[config.mk]
export PLATFORM = sky130hd
export DESIGN_NAME = pa_dcache_data_ctrl_flat
export DESIGN_NICKNAME = d
export VERILOG_FILES = /design/src/rtl/pa_dcache_data_ctrl_if.sv /design/src/rtl/pa_dcache_data_ctrl.sv /design/src/flat_wrapper.sv
export SDC_FILE = /design/constraint.sdc
export NUM_CORES = 1
export LEC_CHECK = 0
export ABC_CLOCK_PERIOD_IN_PS = 3300
export CELL_PAD_IN_SITES_DETAIL_PLACEMENT = 1
export CELL_PAD_IN_SITES_GLOBAL_PLACEMENT = 1
export CORE_AREA = 2 2 103 154
export DETAILED_ROUTE_END_ITERATION = 8
export DIE_AREA = 0 0 105 156
export PLACE_DENSITY = 0.83
export SLEW_MARGIN = 40
export SYNTH_ARGS = -nofsm -noshare
export SYNTH_HDL_FRONTEND = slang
export SYNTH_SLANG_ARGS = --single-unit
[constraint.sdc]
create_clock -name forever_cpuclk -period 3.3 [get_ports forever_cpuclk]
set_input_delay 0.99 -clock forever_cpuclk [delete_from_list [all_inputs] [get_ports forever_cpuclk]]
set_output_delay 0.99 -clock forever_cpuclk [all_outputs]
set_load 0.03 [all_outputs]
[src/rtl/pa_dcache_data_ctrl_if.sv]
// D-cache data controller bus bundle: LSU/BIU requests
// plus the data SRAM port.
interface pa_dcache_data_ctrl_if;
  logic        ld_req;
  logic [11:0] ld_idx;
  logic        ld_grant;
  logic        ld_rdata_vld;
  logic [31:0] ld_rdata;
  logic        st_req;
  logic [11:0] st_idx;
  logic [3:0]  st_be;
  logic [31:0] st_wdata;
  logic        st_grant;
  logic        rf_req;
  logic [9:0]  rf_line;
  logic        rf_ack;
  logic        rf_beat_vld;
  logic [31:0] rf_beat_data;
  logic        rf_done;
  logic        ev_req;
  logic [9:0]  ev_line;
  logic        ev_ack;
  logic        ev_data_vld;
  logic [31:0] ev_data;
  logic        ev_last;
  logic        data_clk_en;
  logic        data_cen;
  logic        data_gwen;
  logic [31:0] data_wen;
  logic [11:0] data_idx;
  logic [31:0] data_din;
  logic [31:0] data_dout;

  modport slave (
    input  ld_req, ld_idx,
    input  st_req, st_idx, st_be, st_wdata,
    input  rf_req, rf_line, rf_beat_vld, rf_beat_data,
    input  ev_req, ev_line,
    input  data_dout,
    output ld_grant, ld_rdata_vld, ld_rdata,
    output st_grant,
    output rf_ack, rf_done,
    output ev_ack, ev_data_vld, ev_data, ev_last,
    output data_clk_en, data_cen, data_gwen,
    output data_wen, data_idx, data_din
  );

  modport master (
    output ld_req, ld_idx,
    output st_req, st_idx, st_be, st_wdata,
    output rf_req, rf_line, rf_beat_vld, rf_beat_data,
    output ev_req, ev_line,
    output data_dout,
    input  ld_grant, ld_rdata_vld, ld_rdata,
    input  st_grant,
    input  rf_ack, rf_done,
    input  ev_ack, ev_data_vld, ev_data, ev_last,
    input  data_clk_en, data_cen, data_gwen,
    input  data_wen, data_idx, data_din
  );
endinterface

[src/rtl/pa_dcache_data_ctrl.sv]
// D-cache data SRAM access controller: load/store
// arbitration, 4-beat refill and 4-beat eviction.
module pa_dcache_data_ctrl (
  input logic              forever_cpuclk,
  input logic              cpurst_b,
  pa_dcache_data_ctrl_if.slave bus
);

  typedef enum logic [1:0] {
    IDLE   = 2'd0,
    REFILL = 2'd1,
    EVICT  = 2'd2
  } state_e;

  state_e      state_q, state_d;
  logic [1:0]  cnt_q, cnt_d;
  logic [9:0]  line_q, line_d;
  logic        ld_vld_q, ev_vld_q;
  logic        ev_last_q, rf_done_q;

  logic        idle;
  logic        take_ev, take_rf;
  logic        take_st, take_ld;
  logic        cen, gwen;
  logic [31:0] wen, din;
  logic [11:0] idx;
  logic [31:0] st_wen;

  // Grants are held off while reset is asserted.
  assign idle    = (state_q == IDLE) & cpurst_b;
  assign take_ev = idle & bus.ev_req;
  assign take_rf = idle & ~bus.ev_req & bus.rf_req;
  assign take_st = idle & ~bus.ev_req & ~bus.rf_req
                 & bus.st_req;
  assign take_ld = idle & ~bus.ev_req & ~bus.rf_req
                 & ~bus.st_req & bus.ld_req;

  assign st_wen = {{8{~bus.st_be[3]}},
                   {8{~bus.st_be[2]}},
                   {8{~bus.st_be[1]}},
                   {8{~bus.st_be[0]}}};

  always_ff @(posedge forever_cpuclk or negedge cpurst_b) begin
    if (!cpurst_b) begin
      state_q <= IDLE;
      cnt_q   <= 2'd0;
      line_q  <= 10'd0;
    end else begin
      state_q <= state_d;
      cnt_q   <= cnt_d;
      line_q  <= line_d;
    end
  end

  always_comb begin
    state_d = state_q;
    cnt_d   = cnt_q;
    line_d  = line_q;
    unique case (state_q)
      IDLE: begin
        unique case (1'b1)
          take_ev: begin
            state_d = EVICT;
            cnt_d   = 2'd0;
            line_d  = bus.ev_line;
          end
          take_rf: begin
            state_d = REFILL;
            cnt_d   = 2'd0;
            line_d  = bus.rf_line;
          end
          default: ;
        endcase
      end
      REFILL: begin
        if (bus.rf_beat_vld) begin
          cnt_d = cnt_q + 2'd1;
          if (cnt_q == 2'd3) state_d = IDLE;
        end
      end
      EVICT: begin
        cnt_d = cnt_q + 2'd1;
        if (cnt_q == 2'd3) state_d = IDLE;
      end
      default: state_d = IDLE;
    endcase
  end

  always_comb begin
    cen  = 1'b1;
    gwen = 1'b1;
    wen  = '1;
    idx  = '0;
    din  = '0;
    unique case (state_q)
      IDLE: begin
        if (take_st) begin
          cen  = 1'b0;
          gwen = 1'b0;
          wen  = st_wen;
          idx  = bus.st_idx;
          din  = bus.st_wdata;
        end else if (take_ld) begin
          cen = 1'b0;
          idx = bus.ld_idx;
        end
      end
      REFILL: begin
        if (bus.rf_beat_vld) begin
          cen  = 1'b0;
          gwen = 1'b0;
          wen  = '0;
          idx  = {line_q, cnt_q};
          din  = bus.rf_beat_data;
        end
      end
      EVICT: begin
        cen = 1'b0;
        idx = {line_q, cnt_q};
      end
      default: ;
    endcase
  end

  // Read-return pipe runs independently of the FSM.
  always_ff @(posedge forever_cpuclk or negedge cpurst_b) begin
    if (!cpurst_b) begin
      ld_vld_q  <= 1'b0;
      ev_vld_q  <= 1'b0;
      ev_last_q <= 1'b0;
      rf_done_q <= 1'b0;
    end else begin
      ld_vld_q  <= take_ld;
      ev_vld_q  <= (state_q == EVICT);
      ev_last_q <= (state_q == EVICT) & (cnt_q == 2'd3);
      rf_done_q <= (state_q == REFILL) & bus.rf_beat_vld
                 & (cnt_q == 2'd3);
    end
  end

  assign bus.ld_grant     = take_ld;
  assign bus.st_grant     = take_st;
  assign bus.rf_ack       = take_rf;
  assign bus.ev_ack       = take_ev;
  assign bus.ld_rdata_vld = ld_vld_q;
  assign bus.ld_rdata     = ld_vld_q ? bus.data_dout : '0;
  assign bus.ev_data_vld  = ev_vld_q;
  assign bus.ev_data      = ev_vld_q ? bus.data_dout : '0;
  assign bus.ev_last      = ev_last_q;
  assign bus.rf_done      = rf_done_q;
  assign bus.data_cen     = cen;
  assign bus.data_gwen    = gwen;
  assign bus.data_wen     = wen;
  assign bus.data_idx     = idx;
  assign bus.data_din     = din;
  assign bus.data_clk_en  = ~cen;

endmodule

[src/flat_wrapper.sv]
// flat-port wrapper written by rule: the top's interface ports become plain ports
module pa_dcache_data_ctrl_flat 
  (forever_cpuclk, cpurst_b, bus_ld_req, bus_ld_idx, bus_st_req, bus_st_idx, bus_st_be, bus_st_wdata, bus_rf_req, bus_rf_line, bus_rf_beat_vld, bus_rf_beat_data, bus_ev_req, bus_ev_line, bus_data_dout, bus_ld_grant, bus_ld_rdata_vld, bus_ld_rdata, bus_st_grant, bus_rf_ack, bus_rf_done, bus_ev_ack, bus_ev_data_vld, bus_ev_data, bus_ev_last, bus_data_clk_en, bus_data_cen, bus_data_gwen, bus_data_wen, bus_data_idx, bus_data_din);
  pa_dcache_data_ctrl_if bus_i ();
  input logic forever_cpuclk;
  input logic cpurst_b;
  input wire logic [$bits(bus_i.ld_req)-1:0] bus_ld_req;
  input wire logic [$bits(bus_i.ld_idx)-1:0] bus_ld_idx;
  input wire logic [$bits(bus_i.st_req)-1:0] bus_st_req;
  input wire logic [$bits(bus_i.st_idx)-1:0] bus_st_idx;
  input wire logic [$bits(bus_i.st_be)-1:0] bus_st_be;
  input wire logic [$bits(bus_i.st_wdata)-1:0] bus_st_wdata;
  input wire logic [$bits(bus_i.rf_req)-1:0] bus_rf_req;
  input wire logic [$bits(bus_i.rf_line)-1:0] bus_rf_line;
  input wire logic [$bits(bus_i.rf_beat_vld)-1:0] bus_rf_beat_vld;
  input wire logic [$bits(bus_i.rf_beat_data)-1:0] bus_rf_beat_data;
  input wire logic [$bits(bus_i.ev_req)-1:0] bus_ev_req;
  input wire logic [$bits(bus_i.ev_line)-1:0] bus_ev_line;
  input wire logic [$bits(bus_i.data_dout)-1:0] bus_data_dout;
  output wire logic [$bits(bus_i.ld_grant)-1:0] bus_ld_grant;
  output wire logic [$bits(bus_i.ld_rdata_vld)-1:0] bus_ld_rdata_vld;
  output wire logic [$bits(bus_i.ld_rdata)-1:0] bus_ld_rdata;
  output wire logic [$bits(bus_i.st_grant)-1:0] bus_st_grant;
  output wire logic [$bits(bus_i.rf_ack)-1:0] bus_rf_ack;
  output wire logic [$bits(bus_i.rf_done)-1:0] bus_rf_done;
  output wire logic [$bits(bus_i.ev_ack)-1:0] bus_ev_ack;
  output wire logic [$bits(bus_i.ev_data_vld)-1:0] bus_ev_data_vld;
  output wire logic [$bits(bus_i.ev_data)-1:0] bus_ev_data;
  output wire logic [$bits(bus_i.ev_last)-1:0] bus_ev_last;
  output wire logic [$bits(bus_i.data_clk_en)-1:0] bus_data_clk_en;
  output wire logic [$bits(bus_i.data_cen)-1:0] bus_data_cen;
  output wire logic [$bits(bus_i.data_gwen)-1:0] bus_data_gwen;
  output wire logic [$bits(bus_i.data_wen)-1:0] bus_data_wen;
  output wire logic [$bits(bus_i.data_idx)-1:0] bus_data_idx;
  output wire logic [$bits(bus_i.data_din)-1:0] bus_data_din;
  assign bus_i.ld_req = bus_ld_req;
  assign bus_i.ld_idx = bus_ld_idx;
  assign bus_i.st_req = bus_st_req;
  assign bus_i.st_idx = bus_st_idx;
  assign bus_i.st_be = bus_st_be;
  assign bus_i.st_wdata = bus_st_wdata;
  assign bus_i.rf_req = bus_rf_req;
  assign bus_i.rf_line = bus_rf_line;
  assign bus_i.rf_beat_vld = bus_rf_beat_vld;
  assign bus_i.rf_beat_data = bus_rf_beat_data;
  assign bus_i.ev_req = bus_ev_req;
  assign bus_i.ev_line = bus_ev_line;
  assign bus_i.data_dout = bus_data_dout;
  assign bus_ld_grant = bus_i.ld_grant;
  assign bus_ld_rdata_vld = bus_i.ld_rdata_vld;
  assign bus_ld_rdata = bus_i.ld_rdata;
  assign bus_st_grant = bus_i.st_grant;
  assign bus_rf_ack = bus_i.rf_ack;
  assign bus_rf_done = bus_i.rf_done;
  assign bus_ev_ack = bus_i.ev_ack;
  assign bus_ev_data_vld = bus_i.ev_data_vld;
  assign bus_ev_data = bus_i.ev_data;
  assign bus_ev_last = bus_i.ev_last;
  assign bus_data_clk_en = bus_i.data_clk_en;
  assign bus_data_cen = bus_i.data_cen;
  assign bus_data_gwen = bus_i.data_gwen;
  assign bus_data_wen = bus_i.data_wen;
  assign bus_data_idx = bus_i.data_idx;
  assign bus_data_din = bus_i.data_din;
  pa_dcache_data_ctrl u_core (.forever_cpuclk(forever_cpuclk), .cpurst_b(cpurst_b), .bus(bus_i));
endmodule
==> impl_metrics.csv, run 1 <==
group,metric,value,unit
outcome,status,"finished clean",
setup_path,r2r_setup_slack,1390,ps
timing,worst_pin_slew,757,ps
clock_tree,path_clk_slew,60,ps
setup_path,end_kind,"output pin",
synthesis,syn_inst,322,
timing,slew_violations,0,
clock_tree,clockBufferDepth,2,
synthesis,syn_avg_cell_area,7.31,µm²
synthesis,yosysWarnings,0,
clock_tree,ctsHoldBuffers,0,
floorplan,initial_core_util,15.7,%
floorplan,ios,302,
worst_hold_path,hold-path-endpoint,"u_core.line_q[2]",
drt,ant_nets,0,
floorplan,die-area,0.0164,mm²
setup_path,critical_path.max_fanout,2,
clock_tree,h-tree-depth,1,
synthesis,synth_commonest_cells,"and2_1, nand2_1, a22o_1",
drt,num_vias,3539,
pwr,cellPowerDensity,712,mW/mm²
placement,gp_congestion,0.832,
synthesis,synth_edf_count,0,
drt,wl_per_cell,19.2,µm
pwr,p_seq_share,8.9,%
setup_path,arrival,2290,ps
timing,fin_crit_sh,99.5,%
worst_hold_path,hold_path_class,"reg2reg",
setup_path,timing.rr.start,"u_core.state_q[1]",
finish,finalNetCount,769,
synthesis,syn_nets,478,
global_routing,use_met2,34.8,%
timing,fin_skew,1.14,ps
timing,finalHoldViolCount,0,
finish,final_area,0.00581,mm²
floorplan,die_h,156,µm
synthesis,ys_seq_area_share,19.1,%
finish,stdcell_count,812,
pwr,p_int,1.87,mW
synthesis,synth_top_flop_cell,"dfrtp_1",
placement,dp.cells,796,
drt,drt_iter0_markers,125,
pwr,combPwrFrac,84.1,%
setup_path,cp-start-kind,"input pin",
global_routing,met1_usage,18.3,%
pwr,power.share.switching,54.8,%
finish,layout-drive-gt1-share,26.6,%
global_routing,antenna_found_initial,2,
global_routing,grt_max_degree,34,
placement,dp_hpwl,12.8,mm
pwr,totalPowerFinal,4.13,mW
global_routing,grt_busiest_layer,"met2",
synthesis,netlist_area,0.00235,mm²
synthesis,synth_top_cell_by_area,"dfrtp_1",
pwr,p_sw,2.27,mW
global_routing,grt_pass1_vias,3857,
pwr,leakage,2.61,nW
placement,portBuffers,301,
timing,totalNegativeSetupSlack,0,ps
drt,drt_first_pass_iters,4,
timing,slew_headroom,49.5,%
floorplan,die_w,105,µm
clock_tree,clk_root_buffer_cell,"clkbuf_16",
placement,dpl-instance-area,0.00562,mm²
clock_tree,clk_latency,260,ps
timing,max_freq,304,MHz
synthesis,async_flop_share,100,%
pwr,clkPwrFrac,7.0,%
clock_tree,cts_tree,"yes",
finish,synthToLayoutAreaGrowth,147,%
synthesis,synth_top_area_share,19.1,%
placement,place_ws,-559,ps
global_routing,met3_usage,5.14,%
setup_path,r2r_end,"u_core.state_q[0]",
synthesis,yosys-top-cells-area,"dfrtp_1, and2_1, a22o_1",
worst_hold_path,hold_depth,2,
clock_tree,cts_buffers,3,
synthesis,yosysUniqueCellTypes,30,
setup_path,setup.worst_path.class,"in2out",
timing,worst_slack,15.9,ps
global_routing,gr-total-overflow,0,
drt,drcViolationCount,0,
run,maxCapViolations,0,
global_routing,grt_pass1_wl,22.7,mm
timing,period_minus_slack,3280,ps
timing,final-setup-viol-count,0,
floorplan,core,0.0150,mm²
clock_tree,cts_sinks,18,
setup_path,worst_ep_required_time,2310,ps
global_routing,track_usage,17.9,%
setup_path,r2r_cells,7,
drt,wl,15.6,mm
synthesis,synth_seq_cells,18,
pwr,peakVddDrop,0.000460,V
synthesis,synth_most_common_cell,"and2_1",
worst_hold_path,hold_start,"u_core.line_q[2]",
drt,vias_per_cell,4.36,
floorplan,rows,55,
layout make-up:
| type | instances | area (µm²) |
|---|---|---|
| Tap cell | 199 | 249 |
| Inverter | 6 | 22.5 |
| Sequential cell | 18 | 450 |
| Clock buffer | 4 | 88.8 |
| Antenna cell | 1 | 2.50 |
| Timing Repair Buffer | 340 | 3420 |
| Fill cell | 1798 | 9190 |
| Multi-Input combinational cell | 244 | 1580 |
flip-flops by register name, summed over array words and instances, names as in the netlist:
| register | cells |
|---|---|
| u_core.bus.ev_data_vld | 1 |
| u_core.bus.ev_last | 1 |
| u_core.bus.ld_rdata_vld | 1 |
| u_core.bus.rf_done | 1 |
| u_core.cnt_q | 2 |
| u_core.line_q | 10 |
| u_core.state_q | 2 |
layout by cell type, fill, tap and decap left out, types with 2 or more instances in the layout:
master,synthesis,final
a21o_1,13,13
a21oi_1,31,30
a22o_1,32,30
a22o_4,0,2
and2_1,67,65
buf_12,0,27
buf_2,3,23
buf_4,30,74
buf_6,4,15
clkbuf_16,0,3
clkbuf_2,0,2
clkdlybuf4s15_2,0,2
clkdlybuf4s50_1,0,186
dfrtp_1,18,18
dlygate4sd2_1,0,4
dlymetal6s2s_1,0,5
ha_1,5,5
inv_1,6,5
mux2i_1,2,2
nand2_1,45,44
nand3b_1,12,12
nor2_1,15,15
nor2b_1,3,2
o21ai_0,6,2
o21ai_1,0,2
o21ai_2,0,2
critical path: stages:
cell and delay, ps:
clkdlybuf4s50_1 490, and2_1 140, clkdlybuf4s50_1 670
power by group through the flow:
stage	Sequential, mW	Combinational [mW]	Clock, mW
finish	0.368	3.48	0.288
global route	0.379	3.67	0.301
CTS	0.369	3.52	0.291
detailed placement	0.373	3.61	0
global placement	0.363	3.52	0
floorplan	0.367	2.22	0
kinds of logic after synthesis:
family	share of synthesized area (%)
muxes	1.33
AOI/OAI and AO/OA	26.8
adders and majority gates	2.66
and+or+nand+nor	34.3
buffers and inverters	15.8
DFF	19.1
worst max-delay path by stage:
stage	start	to	slack (ps)	cells past startpoint
floorplan	bus_rf_req	bus_ld_grant	50	4
global placement	bus_rf_req	bus_data_wen[26]	-550	7
detailed placement	bus_ev_req	bus_data_wen[19]	-560	6
CTS	bus_data_dout[25]	bus_ld_rdata[25]	0.7	3
global route	bus_rf_req	bus_data_din[4]	-8	8
finish	bus_data_dout[1]	bus_ev_data[1]	20	3
stage by stage:
stage	utilization, %	hold slack (ps)
after floorplan	-	495
after global placement	37.5	509
after detailed placement	37.5	521
after CTS	38.8	535
after global routing	38.7	558
final	38.7	528
layer usage:
layer	wire, µm	up-vias
li1	-	1645
met1	5530	1669
met2	8410	200
met3	1280	23
met4	357	2
met5	10	-
what timing repair did:
item	4_1_cts	5_1_grt
gates cloned	4	0
endpoints found under the setup margin	83	35
gates resized for setup	198	16
pin swaps	4	4
endpoints found under the hold margin	0	0
buffers inserted	9	0
(Power assumes the default switching activity.)
==> run 2: changes to the inputs <==
--- a/config.mk
+++ b/config.mk
@@ -5,7 +5,7 @@
 export SDC_FILE = /design/constraint.sdc
 export NUM_CORES = 1
 export LEC_CHECK = 0
-export ABC_CLOCK_PERIOD_IN_PS = 3300
+export ABC_CLOCK_PERIOD_IN_PS = 3400
 export CELL_PAD_IN_SITES_DETAIL_PLACEMENT = 1
 export CELL_PAD_IN_SITES_GLOBAL_PLACEMENT = 1
 export CORE_AREA = 2 2 103 154
==> constraint.sdc (replaced) <==
create_clock -name forever_cpuclk -period 3.4 [get_ports forever_cpuclk]
set_input_delay 1.02 -clock forever_cpuclk [delete_from_list [all_inputs] [get_ports forever_cpuclk]]
set_output_delay 1.02 -clock forever_cpuclk [all_outputs]
set_load 0.03 [all_outputs]
==> run 2 against run 1 <==
Against the previous run:
- via count is 0.51% higher
- clock-buffer cell count stayed put
- critical path depth stayed put
- first-iteration DRC count is 6.4% lower
- die area stayed put
- sequential share of layout area is 0.31 points lower
- global-route usage is 0.28 points lower
- final cell count is 1.1% higher
==> impl_metrics.csv, run 2 (synthesized netlist as in run 1, its figures left out) <==
group,metric,value,unit
global_routing,gr-total-overflow,0,
finish,synthToLayoutAreaGrowth,157,%
finish,layout-drive-gt1-share,27.2,%
timing,final-setup-viol-count,0,
drt,drcViolationCount,0,
drt,num_vias,3557,
setup_path,critical_path.max_fanout,2,
drt,drt_first_pass_iters,4,
clock_tree,clk_root_buffer_cell,"clkbuf_16",
clock_tree,clk_latency,260,ps
drt,ant_nets,0,
setup_path,end_kind,"output pin",
timing,totalNegativeSetupSlack,0,ps
floorplan,die_w,105,µm
setup_path,cp-start-kind,"input pin",
global_routing,grt_max_degree,34,
finish,largest_reg_flops,10,
placement,dp.cells,796,
timing,holdWs,541,ps
timing,fin_crit_sh,98.9,%
clock_tree,cts_buffers,3,
finish,finalNetCount,778,
drt,vias_per_cell,4.33,
timing,period_minus_slack,3360,ps
pwr,totalPowerFinal,4.03,mW
timing,finalHoldViolCount,0,
floorplan,ios,302,
finish,final_common_cell,"clkdlybuf4s50_1",
setup_path,worst_ep_required_time,2380,ps
run,maxCapViolations,0,
setup_path,slowest_delay,670,ps
timing,slew_headroom,44.0,%
worst_hold_path,hold_start,"u_core.line_q[1]",
timing,fin_skew,5.93,ps
finish,final_cell_mix,"clkdlybuf4s50_1, and2_1, buf_4",
placement,portBuffers,301,
setup_path,critPathMostFrequentCell,"clkdlybuf4s50_1",
finish,top_register,"u_core.line_q",
global_routing,track_usage,17.6,%
finish,stdcell_count,821,
drt,wl,16.0,mm
placement,gp_congestion,0.831,
setup_path,critPathLaunch,"bus_data_dout[1]",
setup_path,cpMaxStageDelayCell,"clkdlybuf4s50_1",
clock_tree,cts_sinks,18,
timing,worst_pin_slew,840,ps
setup_path,timing.rr.start,"u_core.state_q[1]",
worst_hold_path,hold_path_class,"reg2reg",
floorplan,die_h,156,µm
clock_tree,h-tree-depth,1,
setup_path,worstPathCellList,"clkdlybuf4s50_1, and2_1, clkdlybuf4s50_1",
floorplan,rows,55,
floorplan,die-area,0.0164,mm²
drt,drt_iter0_markers,117,
global_routing,antenna_found_initial,2,
pwr,peakVddDrop,0.000339,V
pwr,leakage,2.61,nW
timing,max_freq,297,MHz
timing,slew_violations,0,
floorplan,initial_core_util,15.7,%
setup_path,setup.worst_path.class,"in2out",
pwr,cellPowerDensity,666,mW/mm²
drt,wl_per_cell,19.5,µm
clock_tree,clockBufferDepth,2,
clock_tree,path_clk_slew,60,ps
global_routing,grt_pass1_wl,22.5,mm
setup_path,arrival,2340,ps
finish,top_regs,"u_core.line_q x10, u_core.cnt_q x2, u_core.state_q x2",
clock_tree,cts_tree,"yes",
clock_tree,ctsHoldBuffers,0,
floorplan,core,0.0150,mm²
global_routing,grt_pass1_vias,3829,
placement,dp_hpwl,12.8,mm
outcome,status,"finished clean",
timing,rsz0062_at_grt,"false",
[run 2: area by class of cell]
type                            count  area, µm²
Antenna cell                        1       2.50
Tap cell                          199        249
Sequential cell                    18        450
Timing Repair Buffer              349       3610
Fill cell                        1787       8950
Clock buffer                        4       88.8
Multi-Input combinational cell    244       1630
Inverter                            6       22.5
[run 2: final timing paths]
path	slack, ps	cells after the start	end
worst max-delay path	40	3	bus_ev_data[1]
worst min-delay path	540	2	u_core.line_q[1]
worst max register to register	1470	6	u_core.cnt_q[0]
worst min register to register	540	2	u_core.line_q[1]
max in group asynchronous	2360	2	u_core.line_q[6]
min in group asynchronous	790	2	u_core.line_q[0]
[run 2: metrics by stage]
| step | utilization, % | worst slack, ps | cell area (µm²) |
|---|---|---|---|
| 6_report | 40.3 | 37.8 | 6050 |
| 2_1_floorplan | - | 88.7 | 2350 |
| 5_1_grt | 40.3 | 8.18 | 6040 |
| 3_3_place_gp | 37.6 | -514 | 5640 |
| 3_5_place_dp | 37.6 | -577 | 5640 |
| 4_1_cts | 39.4 | -0.526 | 5910 |
[run 2: worst max-delay path: cells and delay by family]
kind | cells | cell delay, ps
AND/OR/NAND/NOR | 1 | 140
buffers and inverters | 2 | 1180
[run 2: power by group]
group | total (mW) | internal, mW | switching, mW
Sequential | 0.355 | 0.300 | 0.0552
Clock | 0.277 | 0.180 | 0.0966
Combinational | 3.40 | 1.33 | 2.07
Total | 4.03 | 1.81 | 2.22
[run 2: repair_timing]
action                                  4_1_cts  5_1_grt
cloned                                        4        3
endpoints found under the setup margin       83       45
gates resized for setup                     215       23
pin swaps                                    21        4
buffers inserted                              9        5
[run 2: metal layers]
layer,vias up,wire (µm),part of all wire [%],track usage (%)
met3,27,1390,8.7,5.56
met5,-,10,0.062,0
met1,1657,5650,35,18.1
met2,204,8660,54,34.2
met4,2,329,2.1,4.13
li1,1667,-,-,-
